File: src/rtl/io_pkg.sv
// io_pkg: shared definitions for the switch/button/display I/O controller.
//   - opIo instruction codes (2'b11 is reserved and behaves like IO_NONE)
//   - FSM state encoding for IN sequencing
//   - switch bank width
package io_pkg;

    localparam logic [1:0] IO_NONE = 2'b00;
    localparam logic [1:0] IO_IN   = 2'b01;
    localparam logic [1:0] IO_OUT  = 2'b10;

    localparam int SWITCH_WIDTH = 18;

    typedef enum logic [1:0] {
        IDLE,
        ARMED,
        WAIT_PRESS,
        DONE
    } io_state_e;

endpackage

File: src/rtl/io_debounce.sv
// io_debounce: 2-flop synchronizer followed by a level debouncer.
//   clock     in  system clock, rising edge
//   reset     in  synchronous, active-high
//   rawIn     in  raw asynchronous level
//   stableOut out debounced level; changes only after the synchronized input
//                 has disagreed with it for DEBOUNCE_CYCLES consecutive cycles
module io_debounce #(
    parameter int DEBOUNCE_CYCLES = 500000
) (
    input  logic clock,
    input  logic reset,
    input  logic rawIn,
    output logic stableOut
);

    localparam int CW = (DEBOUNCE_CYCLES > 2) ? $clog2(DEBOUNCE_CYCLES) : 1;
    localparam logic [CW-1:0] CNT_MAX = CW'(DEBOUNCE_CYCLES - 1);

    // sync_pipe[1] is the metastability-safe copy of rawIn
    logic [1:0]    sync_pipe;
    logic [CW-1:0] cnt;
    logic          stable;

    always_ff @(posedge clock) begin
        if (reset) begin
            sync_pipe <= '0;
            cnt       <= '0;
            stable    <= 1'b0;
        end else begin
            sync_pipe <= {sync_pipe[0], rawIn};
            // any cycle of agreement restarts the count, so short glitches
            // never accumulate into a toggle
            if (sync_pipe[1] == stable) begin
                cnt <= '0;
            end else if (cnt == CNT_MAX) begin
                stable <= ~stable;
                cnt    <= '0;
            end else begin
                cnt <= cnt + 1'b1;
            end
        end
    end

    assign stableOut = stable;

endmodule

File: src/rtl/io_controller.sv
// io_controller: sequences CPU IN/OUT instructions on the switch/button/
// 7-segment path.
//   clock      in  system clock, rising edge
//   reset      in  synchronous, active-high
//   opIo       in  00 none, 01 IN, 10 OUT, 11 reserved (none)
//   switches   in  raw switch levels
//   button     in  raw asynchronous button, 1 = pressed
//   dataDisp   in  value latched into the display register on OUT
//   sIo        out captured IN value while opIo==IN, else 0
//   waitFlag   out CPU stall request during an IN
//   dispValue  out registered display value for the digit converter
//   ioTimeout  out one-cycle IN timeout pulse (only with IO_TIMEOUT_EN)
// Build option: define IO_TIMEOUT_EN to bound the IN wait to TIMEOUT_CYCLES;
// without it the IN wait is unbounded and TIMEOUT_CYCLES is unused.
module io_controller
    import io_pkg::*;
#(
    parameter int DATA_WIDTH      = 32,
    parameter int DEBOUNCE_CYCLES = 500000,
    parameter int TIMEOUT_CYCLES  = 1000000000
) (
    input  logic                    clock,
    input  logic                    reset,
    input  logic [1:0]              opIo,
    input  logic [SWITCH_WIDTH-1:0] switches,
    input  logic                    button,
    input  logic [DATA_WIDTH-1:0]   dataDisp,
    output logic [DATA_WIDTH-1:0]   sIo,
    output logic                    waitFlag,
    output logic [DATA_WIDTH-1:0]   dispValue
`ifdef IO_TIMEOUT_EN
    ,
    output logic                    ioTimeout
`endif
);

    // elaboration-time parameter guards
    if (DEBOUNCE_CYCLES < 2) begin : g_bad_debounce
        $error("io_controller: DEBOUNCE_CYCLES must be >= 2");
    end
    if (TIMEOUT_CYCLES < 2) begin : g_bad_timeout
        $error("io_controller: TIMEOUT_CYCLES must be >= 2");
    end

    io_state_e             state, next_state;
    logic                  btn_stable;
    logic [DATA_WIDTH-1:0] capture_reg;
    logic [DATA_WIDTH-1:0] disp_reg;
    logic                  capture_load;
    logic                  timeout_fire;
    logic                  timeout_hit;

    io_debounce #(
        .DEBOUNCE_CYCLES(DEBOUNCE_CYCLES)
    ) u_debounce (
        .clock    (clock),
        .reset    (reset),
        .rawIn    (button),
        .stableOut(btn_stable)
    );

`ifdef IO_TIMEOUT_EN
    localparam int TW = $clog2(TIMEOUT_CYCLES);
    localparam logic [TW-1:0] WAIT_MAX = TW'(TIMEOUT_CYCLES - 1);

    logic [TW-1:0] wait_cnt;
    logic          timeout_q;
    logic          in_wait;

    assign in_wait     = (state == ARMED) || (state == WAIT_PRESS);
    assign timeout_hit = in_wait && (wait_cnt == WAIT_MAX);

    // restarts on every state change so both ARMED and WAIT_PRESS entries
    // begin a fresh window
    always_ff @(posedge clock) begin
        if (reset) begin
            wait_cnt  <= '0;
            timeout_q <= 1'b0;
        end else begin
            if (!in_wait || (next_state != state)) begin
                wait_cnt <= '0;
            end else begin
                wait_cnt <= wait_cnt + 1'b1;
            end
            timeout_q <= timeout_fire;
        end
    end

    assign ioTimeout = timeout_q;
`else
    assign timeout_hit = 1'b0;
`endif

    always_ff @(posedge clock) begin
        if (reset) begin
            state <= IDLE;
        end else begin
            state <= next_state;
        end
    end

    always_comb begin
        next_state   = state;
        capture_load = 1'b0;
        timeout_fire = 1'b0;
        case (state)
            IDLE: begin
                // a button already down must be released first, otherwise
                // one long press would satisfy back-to-back INs
                if (opIo == IO_IN) begin
                    next_state = btn_stable ? ARMED : WAIT_PRESS;
                end
            end
            ARMED: begin
                if (opIo != IO_IN) begin
                    next_state = IDLE;
                end else if (!btn_stable) begin
                    next_state = WAIT_PRESS;
                end else if (timeout_hit) begin
                    next_state   = DONE;
                    timeout_fire = 1'b1;
                end
            end
            WAIT_PRESS: begin
                if (opIo != IO_IN) begin
                    next_state = IDLE;
                end else if (btn_stable) begin
                    next_state   = DONE;
                    capture_load = 1'b1;
                end else if (timeout_hit) begin
                    next_state   = DONE;
                    timeout_fire = 1'b1;
                end
            end
            DONE: begin
                next_state = IDLE;
            end
            default: begin
                next_state = IDLE;
            end
        endcase
    end

    always_ff @(posedge clock) begin
        if (reset) begin
            capture_reg <= '0;
            disp_reg    <= '0;
        end else begin
            if (capture_load) begin
                capture_reg <= DATA_WIDTH'(switches);
            end else if (timeout_fire) begin
                capture_reg <= '0;
            end
            if (opIo == IO_OUT) begin
                disp_reg <= dataDisp;
            end
        end
    end

    // stall includes the IDLE cycle where IN first appears; DONE releases it
    assign waitFlag  = (opIo == IO_IN) && (state != DONE);
    assign sIo       = (opIo == IO_IN) ? capture_reg : '0;
    assign dispValue = disp_reg;

endmodule

File: config.mk
export PLATFORM = sky130hd
export DESIGN_NAME = io_controller
export DESIGN_NICKNAME = d
export VERILOG_FILES = /design/src/rtl/io_pkg.sv /design/src/rtl/io_debounce.sv /design/src/rtl/io_controller.sv
export SDC_FILE = /design/constraint.sdc
export NUM_CORES = 1
export LEC_CHECK = 0
export ABC_AREA = 0
export CORE_ASPECT_RATIO = 1.4
export CORE_UTILIZATION = 47
export DETAILED_ROUTE_END_ITERATION = 12
export PLACE_DENSITY = 0.85
export REMOVE_ABC_BUFFERS = 1
export SYNTH_ARGS = -nofsm -noshare
export SYNTH_HDL_FRONTEND = slang
export SYNTH_SLANG_ARGS = --single-unit
File: constraint.sdc
create_clock -name clock -period 2.8 [get_ports clock]
set_input_delay 0.56 -clock clock [delete_from_list [all_inputs] [get_ports clock]]
set_output_delay 0.56 -clock clock [all_outputs]
set_load 0.005 [all_outputs]
==> results.cfg <==
[synthesis]
synth_edf_count = 0
yosysUniqueCellTypes = 34
avgSynthCellArea_um2 = 8.222
syn_inst = 371
yosysSeqAreaShare_pct = 48.56
yosysWarnings = 0
synth_seq_cells = 74
ys.flop_type = dfxtp_1
synthArstFlopShare_pct = 0
synth_area_mm2 = 0.003050

[clock_tree]
hold_buffers = 0
cts_tree = done
numCtsBuffers = 9
cts_root_buffer = clkbuf_8
insertion_delay_ps = 340
cts.sink_count = 74
clk_pin_slew_ps = 70
cts_buffer_depth = 2
cts_setup_buffers = 0
cts_resized = 0
htree_levels = 3

[power]
irDropWorstVdd_uv = 395.1
swShare_pct = 22.34
comb_power_share_pct = 8.9
power.leakage_nw = 1.541
seqPwrFrac_pct = 49.7
internal_power_mw = 1.698
pwr-share-clk_pct = 41.4
p_switching_mw = 0.4883
power.density_mw_per_mm2 = 510.3
power_mw = 2.186

[place]
placed_area_mm2 = 0.004065
port-buffer-count = 105
gp_congestion = 0.8446
dp_hpwl_mm = 5.174

[sta]
setup-violations-final = 0
drv_slew = 0
worst_pin_slew_ps = 596.8
rsz0062_at_grt = no
slew_headroom_pct = 60.21
fmax_ghz = 0.3808
setup_tns_ps = 0
clock_skew_ps = 6.080
period_minus_slack_ps = 2626
timing.final.crit_share_pct = 93.80
hold_violations = 0

[routing]
drc = 0
antenna_left = 0
vias = 2727
firstDrtPassIters = 4
routed_wl_mm = 7.390
wl_per_cell_um = 13.53
viasPerCell = 4.995
detailedRoute.firstIterationViolations = 178

[floorplanning]
start_util_pct = 48.78
io_pins = 120
die_x_um = 70.09
rows = 34
core_mm2 = 0.006254
die_h_um = 97.32
dieArea_mm2 = 0.006821

[worst_hold_path]
hold_start = capture_reg[16]$_SDFFE_PP0P_
hp-class = flop to flop
holdPathStages = 2
whs_endpoint = capture_reg[16]$_SDFFE_PP0P_

[job]
max_cap_violations = 0

[critical_path]
worst_path_most_repeated_cell = clkdlybuf4s50_1
r2r_cells = 5
crit_type = input pin to output port
worstPathArrival_ps = 2070
required_ps = 2240
endpoint_kind = output port
path_max_fanout = 18
crit_family = buffers and inverters
crit_path_max_incr_delay_ps = 530
reg2reg_to = u_debounce.cnt[3]$_SDFF_PP0_
cpMaxStageDelayCell = clkdlybuf4s50_1
r2r_setup_slack_ps = 970
cp-start-kind = input pin
crit_buf_inv = 3
r2r_start = u_debounce.cnt[0]$_SDFF_PP0_
worstPathCellList = clkdlybuf4s50_1, nor2b_1, buf_4, and2_1, clkdlybuf4s50_1

[finish]
nets = 525
drive_above_1_share_pct = 6.962
stdcell_area_mm2 = 0.004284
syn_to_final_growth_pct = 40.44
antennaDiodeCount = 0
largest_register_ffs = 32

[grt]
grtUsageTotal_pct = 22.45
grt_pass1_wl_mm = 12.23
grt_max_degree = 33
overflow = 0
antenna_found_initial = 0
grt_pass1_vias = 2643

[run_status]
status = completed
## layout by cell type, fill, tap and decap left out, types with 2 or more instances in the layout
master / netlist / final
nand2_1: 105 / 105
clkdlybuf4s50_1: 0 / 104
dfxtp_1: 74 / 74
a21oi_1: 54 / 54
and2_1: 19 / 19
nor2_1: 16 / 16
xor2_1: 14 / 14
conb_1: 1 / 14
clkbuf_8: 0 / 9
nand4_1: 7 / 7
and3_1: 5 / 5
nand3_1: 5 / 5
buf_4: 15 / 5
or3_1: 4 / 4
nor2b_1: 4 / 3
nand2b_1: 3 / 3
and4_1: 3 / 3
o21ai_0: 3 / 3
inv_1: 3 / 3
clkinvlp_4: 0 / 3
and4bb_2: 2 / 2
bufinv_16: 0 / 2
## Yosys cell counts (all sizes together) (2+ instances only)
master  instances  area (um^2)
inv             3        11.26
and4bb          2        25.02
nand4           8        56.30
nor2b           4        25.02
and3            6        38.79
xor2           14        122.6
and2           19        118.9
clkbuf         16        60.06
and4            4        37.54
dfxtp          74         1481
o21ai           3        15.01
or3             4        25.02
a21oi          55        279.0
nand3           7        52.55
nand2         105        394.1
nand2b          3        18.77
buf            20        150.1
nor2           16        60.06
## worst min-delay path: stages, from the launching register on
cell,delay (ps)
dfxtp_1,310
nand2_1,50
a21oi_1,50
## area by class of cell
class | instances | area, um^2
timing repair buffer | 110 | 1084
inverter | 3 | 11.26
tap | 72 | 90.09
clock inverter | 6 | 91.34
fill | 515 | 1969
clock buffer | 10 | 127.6
sequential | 74 | 1481
multi-input combinational | 271 | 1399
## metrics by stage
stage,util (%),instances,setup slack (ps),hold WS [ps]
after floorplan,-,348,862.6,413.8
after global placement,65.01,530,207.8,437.5
after detailed placement,65.01,530,168.8,445.6
after CTS,68.51,546,169.1,456.4
after global routing,68.51,546,76.65,474.7
final,68.51,546,173.7,453.3
## power groups by stage
stage	clock network, mW	registers, mW	logic, mW
after floorplan	0	1.11	0.0457
after global placement	0	1.11	0.192
after detailed placement	0	1.11	0.195
after CTS	0.921	1.09	0.197
after global routing	0.968	1.09	0.211
final	0.904	1.09	0.195
## how the worst max path moves through the flow
stage                                 to  depth (start not counted)    start  slack [ps]
6_report                         sIo[14]                          5  opIo[0]         170
5_1_grt                          sIo[17]                          5  opIo[0]          80
4_1_cts                          sIo[10]                          5  opIo[0]         170
3_5_place_dp                     sIo[10]                          5  opIo[0]         170
3_3_place_gp                      sIo[2]                          5  opIo[0]         210
2_1_floorplan  dispValue[0]$_SDFFE_PP0N_                          3  opIo[1]         860
## layer usage
metal  routed length, um  GRT usage [%]
met5                   0              0
met4                 169          11.38
met3                 326          3.423
met2                3981          40.61
met1                2913          24.95
## cells by family (layout without fill, tap and decap cells)
kind of cell	Yosys count	in the layout	synth area share, %
AOI/OAI and AO/OA	60	60	10.50
other	1	14	0.1229
and+or+nand+nor	181	181	28.83
DFF	74	74	48.56
buffers and inverters	39	129	7.260
xor gates and xnor gates	15	15	4.307
adders and majority gates	1	1	0.4101
No activity file was read; power rests on OpenSTA's default activity.
